`config.mk`:
```
export PLATFORM = sky130hd
export DESIGN_NAME = control_unit_flat
export DESIGN_NICKNAME = d
export VERILOG_FILES = /design/src/rtl/control_unit_if.sv /design/src/rtl/control_unit.sv /design/src/flat_wrapper.sv
export SDC_FILE = /design/constraint.sdc
export NUM_CORES = 1
export LEC_CHECK = 0
export BUFFER_PORTS_ARGS = -buffer_cell sky130_fd_sc_hd__clkbuf_2
export CAP_MARGIN = 15
export CORE_ASPECT_RATIO = 0.6
export CORE_UTILIZATION = 40
export CTS_BUF_LIST = sky130_fd_sc_hd__clkbuf_2 sky130_fd_sc_hd__clkbuf_4 sky130_fd_sc_hd__clkbuf_8
export DETAILED_ROUTE_END_ITERATION = 12
export PLACE_DENSITY = 0.66
export SKIP_LAST_GASP = 1
export SLEW_MARGIN = 30
export SYNTH_ARGS = -nofsm -noshare
export SYNTH_HDL_FRONTEND = slang
export SYNTH_SLANG_ARGS = --single-unit
```
`constraint.sdc`:
```
create_clock -name clk -period 2.7 [get_ports clk]
set_input_delay 0.54 -clock clk [delete_from_list [all_inputs] [get_ports clk]]
set_output_delay 0.54 -clock clk [all_outputs]
set_load 0.02 [all_outputs]
```
`src/rtl/control_unit_if.sv`:
```
// control_unit_if
//  Groups the sequencer's datapath-facing signals into one interface.
//  master: the control unit. It reads opcode, CON_FF and Stop, and drives Run,
//          every bus-driver strobe, load strobe, memory strobe,
//          register-select strobe and the one-hot REGin vector.
//  slave : the datapath side of the same signals.
//  OPW  : opcode width (IR[31:27]).
//  NREG : width of the one-hot REGin direct-load vector.
interface control_unit_if #(
    parameter int OPW  = 5,
    parameter int NREG = 16
);
    logic [OPW-1:0]  opcode;
    logic            CON_FF;
    logic            Stop;
    logic            Run;
    logic            PCout, ZLowout, ZHighout, MDRout, HIout, LOout, Cout, InPortOut;
    logic            PCin, MARin, MDRin, IRin, Yin, ZLowIn, ZHighIn, HIin, LOin, CONin, OutPortIn;
    logic            IncPC, Read, RAMin;
    logic            GRA, GRB, GRC, BAout, Rin, Rout;
    logic [NREG-1:0] REGin;

    modport master (
        input  opcode, CON_FF, Stop,
        output Run,
        output PCout, ZLowout, ZHighout, MDRout, HIout, LOout, Cout, InPortOut,
        output PCin, MARin, MDRin, IRin, Yin, ZLowIn, ZHighIn, HIin, LOin, CONin, OutPortIn,
        output IncPC, Read, RAMin,
        output GRA, GRB, GRC, BAout, Rin, Rout,
        output REGin
    );

    modport slave (
        output opcode, CON_FF, Stop,
        input  Run,
        input  PCout, ZLowout, ZHighout, MDRout, HIout, LOout, Cout, InPortOut,
        input  PCin, MARin, MDRin, IRin, Yin, ZLowIn, ZHighIn, HIin, LOin, CONin, OutPortIn,
        input  IncPC, Read, RAMin,
        input  GRA, GRB, GRC, BAout, Rin, Rout,
        input  REGin
    );
endinterface

```
`src/rtl/control_unit.sv`:
```
// control_unit
//  Control sequencer for the datapath, advancing one state per clock.
//  Every instruction fetches in T0-T2. It then runs a per-opcode execute
//  sequence (T3..T7), and returns to T0. A halt instruction, or Stop seen in
//  an instruction's last state, parks the sequencer in HALT until clr.
//  Ports:
//   clk : clock. All state changes happen on posedge.
//   clr : asynchronous, active-low reset. While it is low the state is RST
//         and every output is 0.
//   bus : control_unit_if.master. It carries opcode, CON_FF and Stop in,
//         and carries Run plus every datapath strobe out.
module control_unit #(
    parameter int OPW  = 5,
    parameter int NREG = 16
) (
    input  logic           clk,
    input  logic           clr,
    control_unit_if.master bus
);

    localparam logic [OPW-1:0] OP_LD   = OPW'(0);
    localparam logic [OPW-1:0] OP_LDI  = OPW'(1);
    localparam logic [OPW-1:0] OP_ST   = OPW'(2);
    localparam logic [OPW-1:0] OP_ADD  = OPW'(3);
    localparam logic [OPW-1:0] OP_ROL  = OPW'(11);
    localparam logic [OPW-1:0] OP_ADDI = OPW'(12);
    localparam logic [OPW-1:0] OP_ORI  = OPW'(14);
    localparam logic [OPW-1:0] OP_MUL  = OPW'(15);
    localparam logic [OPW-1:0] OP_DIV  = OPW'(16);
    localparam logic [OPW-1:0] OP_NEG  = OPW'(17);
    localparam logic [OPW-1:0] OP_NOT  = OPW'(18);
    localparam logic [OPW-1:0] OP_BR   = OPW'(19);
    localparam logic [OPW-1:0] OP_JR   = OPW'(20);
    localparam logic [OPW-1:0] OP_JAL  = OPW'(21);
    localparam logic [OPW-1:0] OP_IN   = OPW'(22);
    localparam logic [OPW-1:0] OP_OUT  = OPW'(23);
    localparam logic [OPW-1:0] OP_MFHI = OPW'(24);
    localparam logic [OPW-1:0] OP_MFLO = OPW'(25);
    localparam logic [OPW-1:0] OP_HALT = OPW'(27);

    // jal saves the return address straight into register 15
    localparam logic [NREG-1:0] JAL_REGIN = NREG'(1) << 15;

    typedef enum logic [3:0] {
        S_RST, S_T0, S_T1, S_T2, S_T3, S_T4, S_T5, S_T6, S_T7, S_HALT
    } state_e;

    typedef enum logic [3:0] {
        C_LD, C_LDI, C_ST, C_ALU, C_IMM, C_MULDIV, C_NEGNOT, C_BR,
        C_JR, C_JAL, C_IN, C_OUT, C_MFHI, C_MFLO, C_NOP, C_HALT
    } op_class_e;

    state_e    state, next_state, end_state;
    op_class_e op_class;

    // State register
    always_ff @(posedge clk or negedge clr) begin
        if (!clr) state <= S_RST;
        else      state <= next_state;
    end

    // Opcodes that share an execute sequence are folded into one class.
    // nop and the undefined opcodes both fall through to C_NOP.
    always_comb begin
        op_class = C_NOP;
        case (bus.opcode) inside
            OP_LD:               op_class = C_LD;
            OP_LDI:              op_class = C_LDI;
            OP_ST:               op_class = C_ST;
            [OP_ADD:OP_ROL]:     op_class = C_ALU;
            [OP_ADDI:OP_ORI]:    op_class = C_IMM;
            OP_MUL, OP_DIV:      op_class = C_MULDIV;
            OP_NEG, OP_NOT:      op_class = C_NEGNOT;
            OP_BR:               op_class = C_BR;
            OP_JR:               op_class = C_JR;
            OP_JAL:              op_class = C_JAL;
            OP_IN:               op_class = C_IN;
            OP_OUT:              op_class = C_OUT;
            OP_MFHI:             op_class = C_MFHI;
            OP_MFLO:             op_class = C_MFLO;
            OP_HALT:             op_class = C_HALT;
            default:             op_class = C_NOP;
        endcase
    end

    // Last execute state of each class. Stop is honoured only in that state,
    // so an instruction already in flight always finishes.
    always_comb begin
        end_state = S_T3;
        case (op_class)
            C_LD, C_ST:             end_state = S_T7;
            C_LDI, C_ALU, C_IMM:    end_state = S_T5;
            C_MULDIV, C_BR:         end_state = S_T6;
            C_NEGNOT, C_JAL:        end_state = S_T4;
            default:                end_state = S_T3;
        endcase
    end

    // Next-state logic
    always_comb begin
        next_state = state;
        case (state)
            S_RST:  next_state = S_T0;
            S_T0:   next_state = S_T1;
            S_T1:   next_state = S_T2;
            S_T2:   next_state = S_T3;
            S_HALT: next_state = S_HALT;
            default: begin
                if (op_class == C_HALT)       next_state = S_HALT;
                else if (state == end_state)  next_state = bus.Stop ? S_HALT : S_T0;
                else                          next_state = state_e'(state + 4'd1);
            end
        endcase
    end

    // Strobe decode. Every strobe defaults to 0, and each state raises only
    // its own set. The one exception is br, where PCin in T6 follows CON_FF
    // in that same cycle.
    always_comb begin
        bus.PCout = 1'b0; bus.ZLowout = 1'b0; bus.ZHighout = 1'b0; bus.MDRout = 1'b0;
        bus.HIout = 1'b0; bus.LOout = 1'b0; bus.Cout = 1'b0; bus.InPortOut = 1'b0;
        bus.PCin = 1'b0; bus.MARin = 1'b0; bus.MDRin = 1'b0; bus.IRin = 1'b0;
        bus.Yin = 1'b0; bus.ZLowIn = 1'b0; bus.ZHighIn = 1'b0; bus.HIin = 1'b0;
        bus.LOin = 1'b0; bus.CONin = 1'b0; bus.OutPortIn = 1'b0;
        bus.IncPC = 1'b0; bus.Read = 1'b0; bus.RAMin = 1'b0;
        bus.GRA = 1'b0; bus.GRB = 1'b0; bus.GRC = 1'b0; bus.BAout = 1'b0;
        bus.Rin = 1'b0; bus.Rout = 1'b0;
        bus.REGin = '0;
        bus.Run = (state != S_RST) && (state != S_HALT);

        case (state)
            S_T0: begin bus.PCout = 1'b1; bus.MARin = 1'b1; bus.IncPC = 1'b1; bus.ZLowIn = 1'b1; end
            S_T1: begin bus.ZLowout = 1'b1; bus.PCin = 1'b1; bus.Read = 1'b1; bus.MDRin = 1'b1; end
            S_T2: begin bus.MDRout = 1'b1; bus.IRin = 1'b1; end
            S_T3, S_T4, S_T5, S_T6, S_T7: begin
                case (op_class)
                    C_LD, C_LDI, C_ST: begin
                        case (state)
                            S_T3: begin bus.GRB = 1'b1; bus.BAout = 1'b1; bus.Yin = 1'b1; end
                            S_T4: begin bus.Cout = 1'b1; bus.ZLowIn = 1'b1; end
                            S_T5: begin
                                bus.ZLowout = 1'b1;
                                if (op_class == C_LDI) begin bus.GRA = 1'b1; bus.Rin = 1'b1; end
                                else                   bus.MARin = 1'b1;
                            end
                            S_T6: begin
                                bus.MDRin = 1'b1;
                                if (op_class == C_LD) bus.Read = 1'b1;
                                else begin bus.GRA = 1'b1; bus.Rout = 1'b1; end
                            end
                            S_T7: begin
                                if (op_class == C_LD) begin bus.MDRout = 1'b1; bus.GRA = 1'b1; bus.Rin = 1'b1; end
                                else                  bus.RAMin = 1'b1;
                            end
                            default: ;
                        endcase
                    end
                    C_ALU, C_IMM: begin
                        case (state)
                            S_T3: begin bus.GRB = 1'b1; bus.Rout = 1'b1; bus.Yin = 1'b1; end
                            S_T4: begin
                                bus.ZLowIn = 1'b1;
                                if (op_class == C_IMM) bus.Cout = 1'b1;
                                else begin bus.GRC = 1'b1; bus.Rout = 1'b1; end
                            end
                            S_T5: begin bus.ZLowout = 1'b1; bus.GRA = 1'b1; bus.Rin = 1'b1; end
                            default: ;
                        endcase
                    end
                    C_MULDIV: begin
                        case (state)
                            S_T3: begin bus.GRA = 1'b1; bus.Rout = 1'b1; bus.Yin = 1'b1; end
                            S_T4: begin bus.GRB = 1'b1; bus.Rout = 1'b1; bus.ZHighIn = 1'b1; bus.ZLowIn = 1'b1; end
                            S_T5: begin bus.ZLowout = 1'b1; bus.LOin = 1'b1; end
                            S_T6: begin bus.ZHighout = 1'b1; bus.HIin = 1'b1; end
                            default: ;
                        endcase
                    end
                    C_NEGNOT: begin
                        case (state)
                            S_T3: begin bus.GRB = 1'b1; bus.Rout = 1'b1; bus.ZLowIn = 1'b1; end
                            S_T4: begin bus.ZLowout = 1'b1; bus.GRA = 1'b1; bus.Rin = 1'b1; end
                            default: ;
                        endcase
                    end
                    C_BR: begin
                        case (state)
                            S_T3: begin bus.GRA = 1'b1; bus.Rout = 1'b1; bus.CONin = 1'b1; end
                            S_T4: begin bus.PCout = 1'b1; bus.Yin = 1'b1; end
                            S_T5: begin bus.Cout = 1'b1; bus.ZLowIn = 1'b1; end
                            S_T6: begin bus.ZLowout = 1'b1; bus.PCin = bus.CON_FF; end
                            default: ;
                        endcase
                    end
                    C_JR:   if (state == S_T3) begin bus.GRA = 1'b1; bus.Rout = 1'b1; bus.PCin = 1'b1; end
                    C_JAL: begin
                        if (state == S_T3) begin bus.PCout = 1'b1; bus.REGin = JAL_REGIN; end
                        if (state == S_T4) begin bus.GRA = 1'b1; bus.Rout = 1'b1; bus.PCin = 1'b1; end
                    end
                    C_IN:   if (state == S_T3) begin bus.InPortOut = 1'b1; bus.GRA = 1'b1; bus.Rin = 1'b1; end
                    C_OUT:  if (state == S_T3) begin bus.GRA = 1'b1; bus.Rout = 1'b1; bus.OutPortIn = 1'b1; end
                    C_MFHI: if (state == S_T3) begin bus.HIout = 1'b1; bus.GRA = 1'b1; bus.Rin = 1'b1; end
                    C_MFLO: if (state == S_T3) begin bus.LOout = 1'b1; bus.GRA = 1'b1; bus.Rin = 1'b1; end
                    default: ;
                endcase
            end
            default: ;
        endcase
    end

endmodule

```
`src/flat_wrapper.sv`:
```
// flat-port wrapper written by rule: the top's interface ports become plain ports
module control_unit_flat 
#(
    parameter int OPW  = 5,
    parameter int NREG = 16
)
  (clk, clr, bus_opcode, bus_CON_FF, bus_Stop, bus_Run, bus_PCout, bus_ZLowout, bus_ZHighout, bus_MDRout, bus_HIout, bus_LOout, bus_Cout, bus_InPortOut, bus_PCin, bus_MARin, bus_MDRin, bus_IRin, bus_Yin, bus_ZLowIn, bus_ZHighIn, bus_HIin, bus_LOin, bus_CONin, bus_OutPortIn, bus_IncPC, bus_Read, bus_RAMin, bus_GRA, bus_GRB, bus_GRC, bus_BAout, bus_Rin, bus_Rout, bus_REGin);
  control_unit_if #(.OPW(OPW), .NREG(NREG)) bus_i ();
  input  logic clk;
  input  logic clr;
  input wire logic [$bits(bus_i.opcode)-1:0] bus_opcode;
  input wire logic [$bits(bus_i.CON_FF)-1:0] bus_CON_FF;
  input wire logic [$bits(bus_i.Stop)-1:0] bus_Stop;
  output wire logic [$bits(bus_i.Run)-1:0] bus_Run;
  output wire logic [$bits(bus_i.PCout)-1:0] bus_PCout;
  output wire logic [$bits(bus_i.ZLowout)-1:0] bus_ZLowout;
  output wire logic [$bits(bus_i.ZHighout)-1:0] bus_ZHighout;
  output wire logic [$bits(bus_i.MDRout)-1:0] bus_MDRout;
  output wire logic [$bits(bus_i.HIout)-1:0] bus_HIout;
  output wire logic [$bits(bus_i.LOout)-1:0] bus_LOout;
  output wire logic [$bits(bus_i.Cout)-1:0] bus_Cout;
  output wire logic [$bits(bus_i.InPortOut)-1:0] bus_InPortOut;
  output wire logic [$bits(bus_i.PCin)-1:0] bus_PCin;
  output wire logic [$bits(bus_i.MARin)-1:0] bus_MARin;
  output wire logic [$bits(bus_i.MDRin)-1:0] bus_MDRin;
  output wire logic [$bits(bus_i.IRin)-1:0] bus_IRin;
  output wire logic [$bits(bus_i.Yin)-1:0] bus_Yin;
  output wire logic [$bits(bus_i.ZLowIn)-1:0] bus_ZLowIn;
  output wire logic [$bits(bus_i.ZHighIn)-1:0] bus_ZHighIn;
  output wire logic [$bits(bus_i.HIin)-1:0] bus_HIin;
  output wire logic [$bits(bus_i.LOin)-1:0] bus_LOin;
  output wire logic [$bits(bus_i.CONin)-1:0] bus_CONin;
  output wire logic [$bits(bus_i.OutPortIn)-1:0] bus_OutPortIn;
  output wire logic [$bits(bus_i.IncPC)-1:0] bus_IncPC;
  output wire logic [$bits(bus_i.Read)-1:0] bus_Read;
  output wire logic [$bits(bus_i.RAMin)-1:0] bus_RAMin;
  output wire logic [$bits(bus_i.GRA)-1:0] bus_GRA;
  output wire logic [$bits(bus_i.GRB)-1:0] bus_GRB;
  output wire logic [$bits(bus_i.GRC)-1:0] bus_GRC;
  output wire logic [$bits(bus_i.BAout)-1:0] bus_BAout;
  output wire logic [$bits(bus_i.Rin)-1:0] bus_Rin;
  output wire logic [$bits(bus_i.Rout)-1:0] bus_Rout;
  output wire logic [$bits(bus_i.REGin)-1:0] bus_REGin;
  assign bus_i.opcode = bus_opcode;
  assign bus_i.CON_FF = bus_CON_FF;
  assign bus_i.Stop = bus_Stop;
  assign bus_Run = bus_i.Run;
  assign bus_PCout = bus_i.PCout;
  assign bus_ZLowout = bus_i.ZLowout;
  assign bus_ZHighout = bus_i.ZHighout;
  assign bus_MDRout = bus_i.MDRout;
  assign bus_HIout = bus_i.HIout;
  assign bus_LOout = bus_i.LOout;
  assign bus_Cout = bus_i.Cout;
  assign bus_InPortOut = bus_i.InPortOut;
  assign bus_PCin = bus_i.PCin;
  assign bus_MARin = bus_i.MARin;
  assign bus_MDRin = bus_i.MDRin;
  assign bus_IRin = bus_i.IRin;
  assign bus_Yin = bus_i.Yin;
  assign bus_ZLowIn = bus_i.ZLowIn;
  assign bus_ZHighIn = bus_i.ZHighIn;
  assign bus_HIin = bus_i.HIin;
  assign bus_LOin = bus_i.LOin;
  assign bus_CONin = bus_i.CONin;
  assign bus_OutPortIn = bus_i.OutPortIn;
  assign bus_IncPC = bus_i.IncPC;
  assign bus_Read = bus_i.Read;
  assign bus_RAMin = bus_i.RAMin;
  assign bus_GRA = bus_i.GRA;
  assign bus_GRB = bus_i.GRB;
  assign bus_GRC = bus_i.GRC;
  assign bus_BAout = bus_i.BAout;
  assign bus_Rin = bus_i.Rin;
  assign bus_Rout = bus_i.Rout;
  assign bus_REGin = bus_i.REGin;
  control_unit #(.OPW(OPW), .NREG(NREG)) u_core (.clk(clk), .clr(clr), .bus(bus_i));
endmodule
```
## Word level (Yosys, flattened, before mapping)

Memory sizes are Yosys's and may differ from the RTL's.
Index checks and enable logic that the tools add are counted.

- Flip-flop bits (word level): 4
- Latch bits: 0
- Bits in writable memories: 0
- ROM bits: 64
- Input port bits: 9
- Output and inout port bits: 45
- Logic and storage cells: 161
- Memories: 1

Memories:

| memory | words | bits a word | read ports | clocked after memory_dff | write ports | line | RTL |
|---|---|---|---|---|---|---|---|
| (name not given) | 16 | 4 | 1 | 0 | 0 | control_unit.sv:90 | `case (op_class)` |

- Add/sub/neg operators: 1
- Multipliers: 0
- Div/mod/pow operators: 0
- $lt $le $gt $ge: 4
- Eq/ne operators: 39
- Shift operators: 0
- Mux-type cells: 96
- Bitwise logic cells: 0
- Reduce and logical (&&, ||, !) cells: 19

Operators with widths:

| operator | number |
|---|---|
| 4-bit two-way mux | 17 |
| 5-bit equality test, second input constant | 11 |
| 1-bit two-way mux | 54 |
| 16-bit two-way mux | 3 |
| 4-bit equality test, second input constant | 9 |
| 4-bit by 3-bit equality test with 1-bit output, second input constant | 8 |
| 1-bit one-hot mux with 2 select lines | 13 |
| 4-bit one-hot mux with 5 select lines | 1 |
| 4-bit by 2-bit equality test with 1-bit output, second input constant | 4 |
| 1-bit one-hot mux with 3 select lines | 5 |
| 6-bit OR reduction | 2 |
| 5-bit by 4-bit less-or-equal comparator with 1-bit output, second input constant | 2 |
| 2-bit OR reduction | 5 |
| 4-bit by 1-bit equality test with 1-bit output, second input constant | 2 |
| 4-bit zero test | 2 |
| 1-bit one-hot mux with 4 select lines | 2 |
| 7-bit OR reduction | 1 |
| 3-bit OR reduction | 2 |
| 5-bit by 1-bit equality test with 1-bit output, second input constant | 1 |
| 5-bit by 2-bit equality test with 1-bit output, second input constant | 1 |
| 5-bit by 4-bit equality test with 1-bit output, second input constant | 1 |
| 5-bit by 2-bit greater-or-equal comparator with 1-bit output, second input constant | 1 |
| 5-bit by 4-bit greater-or-equal comparator with 1-bit output, second input constant | 1 |
| 5-bit zero test | 1 |
| other kinds (8) | 10 |

## Longest topological paths before layout

- Depth after elaboration: 21
- Mapped depth: 8
- Depth with buffers taken out: 8

## Least setup slack after synthesis

OpenSTA, ideal clock, no wires.

- Kind: input to output
- Start: input bus_opcode[2]
- End: output bus_MDRin
- Arrival time: 1903 ps
- Required time: 2160 ps
- Slack: 257 ps
- Stages on the path: 6
- Buffers on the path: 2
- Path through: buf_2 -> or2_2 -> clkbuf_1 -> nor2_1 -> nand3_1 -> o21ai_0

- Cells in the longest elaborated chain, start to end: 20
- Elaborated cells between the ends (all ways): 44
- Those cells by class: order compare: 4; eq/ne: 16; mux: 17; reduce/logical: 7

Ends and longest elaborated chain:

| what | line | RTL |
|---|---|---|
| start: declaration | flat_wrapper.sv:11 | `input wire logic [$bits(bus_i.opcode)-1:0] bus_opcode;` |
| 5-bit equality test (no line) | - |  |
| 1-bit two-way mux | control_unit.sv:66 | `case (bus.opcode) inside` |
| 4-bit two-way mux (13 in series) | control_unit.sv:66 |  |
| 4-bit two-way mux (*) | control_unit.sv:66 |  |
| 4-bit by 2-bit equality test with 1-bit output, or another cell as far along | control_unit.sv:136 | `case (op_class)` |
| 3-bit OR reduction (*) | control_unit.sv:136 |  |
| 1-bit two-way mux (*) | control_unit.sv:136 |  |
| 1-bit one-hot mux with 2 select lines (*) | control_unit.sv:131 | `case (state)` |
| end: declaration | flat_wrapper.sv:25 | `output wire logic [$bits(bus_i.MDRin)-1:0] bus_MDRin;` |

Every way passes the cells marked *; elsewhere a longest branch is shown, timed or not.

## Worst setup path after layout

- Start: register u_core.state[1]
- End: output bus_ZLowIn

- Cells in the longest elaborated chain, start to end: 4
- Elaborated cells between the ends (all ways): 12
- Those cells by class: eq/ne: 6; mux: 5; reduce/logical: 1

Ends and longest elaborated chain:

| what | line | RTL |
|---|---|---|
| start: declaration | control_unit.sv:53 | `state_e state, next_state, end_state;` |
| start signal: assignment | control_unit.sv:59 | `else state <= next_state;` |
| 4-bit by 3-bit equality test with 1-bit output, on equally long branches | - |  |
| 1-bit two-way mux, on equally long branches | - |  |
| 1-bit one-hot mux with 3 select lines | control_unit.sv:136 |  |
| 1-bit one-hot mux with 2 select lines (*) | control_unit.sv:131 |  |
| end: declaration | flat_wrapper.sv:28 | `output wire logic [$bits(bus_i.ZLowIn)-1:0] bus_ZLowIn;` |

Marks and branches as above.

==> flow_metrics.tcl <==
set metrics [dict create \
    status "finished, violations left" \
    violations "design-rule violations" \
    gr-usage-all-layers_pct 24.0 \
    fp.dieW_microns 71.0 \
    clkLatencyLatePin_ns 0.22 \
    cp-end-kind "output pin" \
    ctsRootBufferMaster "clkbuf_8" \
    path_class "reg -> out" \
    layout-area-overhead-vs-synth_pct 21.9 \
    multi_input_area_sq_um 896 \
    drc_errors 4 \
    maxCapViolations 0 \
    n_fill_cell 269 \
    netSwitchingPower_mw 0.599 \
    largest_reg_flops 4 \
    drt_first_iter_violations 242 \
    num_rows 14 \
    seq_area_sq_um 101 \
    cts_resized 0 \
    port_buffers 38 \
    dp_cells 251 \
    synth_top_area_share_pct 11.8 \
    gp_congestion 0.980 \
    drv_slew 0 \
    syn_inst 182 \
    synth_area_leaders "buf_4 12%, dfrtp_1 8.8%, nor2_1 7.6%" \
    dr.pass1.iters 10 \
    clkSinkCount 4 \
    avgSynthCellArea_sq_um 6.28 \
    grt_max_degree 17 \
    initial_core_util_pct 43.8 \
    final_core_util_pct 53.4 \
    clk_pin_slew_ns 0.03 \
    finalSetupViolCount 0 \
    final_cells 254 \
    grt_pass1_wl_microns 5660 \
    finalCritPeriodShare_pct 96.1 \
    hold_class "in -> async" \
    regMostFlops "u_core.state" \
    synth_common_cells "23 x nor2_1, 20 x nand2_1, 18 x buf_4" \
    synth.distinct_cells 40 \
    hold_violations 0 \
    yosysSeqAreaShare_pct 8.76 \
    place_hpwl_microns 2950 \
    period_minus_slack_ns 2.59 \
    crit_required_ns 2.16 \
    synthArstFlopShare_pct 100 \
    p_int_mw 0.502 \
    ioPinCount 54 \
    cp-start-kind "register" \
    power.density_nw_per_um2 790 \
    ys.flop_type "dfrtp_1" \
    post_cts_buffers 0 \
    fp.dieH_microns 43.4 \
    synth-seq-cells 4 \
    yosysMostFrequentCell "nor2_1" \
    nets 237 \
    finalClockSkew_ns 0.00323 \
    cp_max_fo 6 \
    die_area_sq_um 3080 \
    holdWs_ns 0.120 \
    core_area_sq_um 2610 \
    top_regs "u_core.state: 4 flops" \
    synth_area_sq_um 1140 \
    yosys_warnings 0 \
    cts_buffers 3 \
    htree_levels 1 \
    wl_microns 3720 \
    cts_tree "done" \
    ir_drop_mv 0.432 \
    combPwrFrac_pct 76.3 \
    drive_above_1_share_pct 28.8 \
    synth_area_leader_cell "buf_4" \
    grt_setup_unrepaired "yes" \
    grt-ovfl-total 0 \
    routedWlPerCell_microns 14.7 \
    seqPwrFrac_pct 12.3 \
    grt_pass1_vias 1149 \
    ant_nets 0 \
    rrSetupSlack_ns 0.83 \
    clkPwrFrac_pct 11.4 \
    swShare_pct 54.4 \
    hold_buffers 0 \
    fin_setup_tns_ns 0 \
    p_leak_nw 0.678 \
    vias 1479 \
    antenna_found_initial 0 \
    clock_path_buffers 2 \
    via_per_inst 5.82 \
    antennaDiodeCount 0 \
    synth_edf_count 0 \
    arrival_ns 2.05 \
    fmax_mhz 385 \
]
==> placed cells by master, fill, tap and decap left out, drive strengths merged, types with 3 or more instances in the layout <==
master  Yosys  final
clkbuf      7     41
nor2       23     23
nand2      20     20
o21ai      17     17
conb        1     15
buf        21     13
a21oi       9      9
nand3       8      8
o22ai       7      7
nor3        7      7
inv         6      6
or2         5      5
nor2b       4      4
ha          4      4
dfrtp       4      4
and2        4      4
and3        3      3
or3         3      3
nand2b      3      3
mux2i       3      3
==> logic make-up after synthesis <==
logic type / synth area share (%)
DFF: 8.76
and+or+nand+nor: 32.7
muxes: 3.61
other: 0.328
AOI/OAI and AO/OA: 30.9
xor gates and xnor gates: 1.53
adders and majority gates: 4.38
buffers and inverters: 17.7
==> critical path, cell delays in order (launching register included) <==
cell and delay, ns:
dfrtp_1 0.43, inv_1 0.09, ha_1 0.28, and3_1 0.21
a21oi_1 0.15, o22ai_1 0.11, a2111o_1 0.41, clkbuf_2 0.16
==> power by group through the flow <==
stage / Clock (mW) / Sequential [mW] / Combinational, mW
finish: 0.126 / 0.135 / 0.839
global route: 0.134 / 0.139 / 0.907
CTS: 0.128 / 0.131 / 0.824
detailed placement: 0 / 0.131 / 0.820
global placement: 0 / 0.132 / 0.825
floorplan: 0 / 0.116 / 0.593
==> final cells by class <==
| cell class | count | share of cell area, % |
|---|---|---|
| Tap cell | 32 | 2.88 |
| Multi-Input combinational cell | 157 | 64.3 |
| Timing Repair Buffer | 51 | 20.7 |
| Clock buffer | 3 | 2.96 |
| Sequential cell | 4 | 7.28 |
| Inverter | 7 | 1.89 |
==> stage by stage <==
| step | setup slack, ns | total power, mW | instance area (sq um) |
|---|---|---|---|
| after floorplan | 0.257 | 0.709 | 1190 |
| after global placement | 0.233 | 0.956 | 1350 |
| after detailed placement | 0.220 | 0.951 | 1350 |
| after CTS | 0.0743 | 1.08 | 1390 |
| after global routing | -0.00565 | 1.18 | 1390 |
| final | 0.105 | 1.10 | 1390 |
==> path summary, 6_finish.rpt <==
check,cells after the start,endpoint,startpoint
hold / removal,1,u_core.state[3],clr
setup reg to reg,9,u_core.state[2],u_core.state[1]
setup / recovery,7,bus_ZLowIn,u_core.state[1]
min in group clk,3,u_core.state[3],bus_Stop
max in group asynchronous,1,u_core.state[0],clr
hold reg to reg,3,u_core.state[2],u_core.state[2]
==> routing by layer <==
metal,routed length [microns],global-route usage [%],vias to the layer above,part of all wire (%)
li1,-,-,696,-
met1,1730,38.8,648,47
met2,1400,31.3,125,38
met3,538,6.28,10,14
met4,47,3.60,0,1.3
met5,0,0,-,0
(Power assumes the default switching activity.)
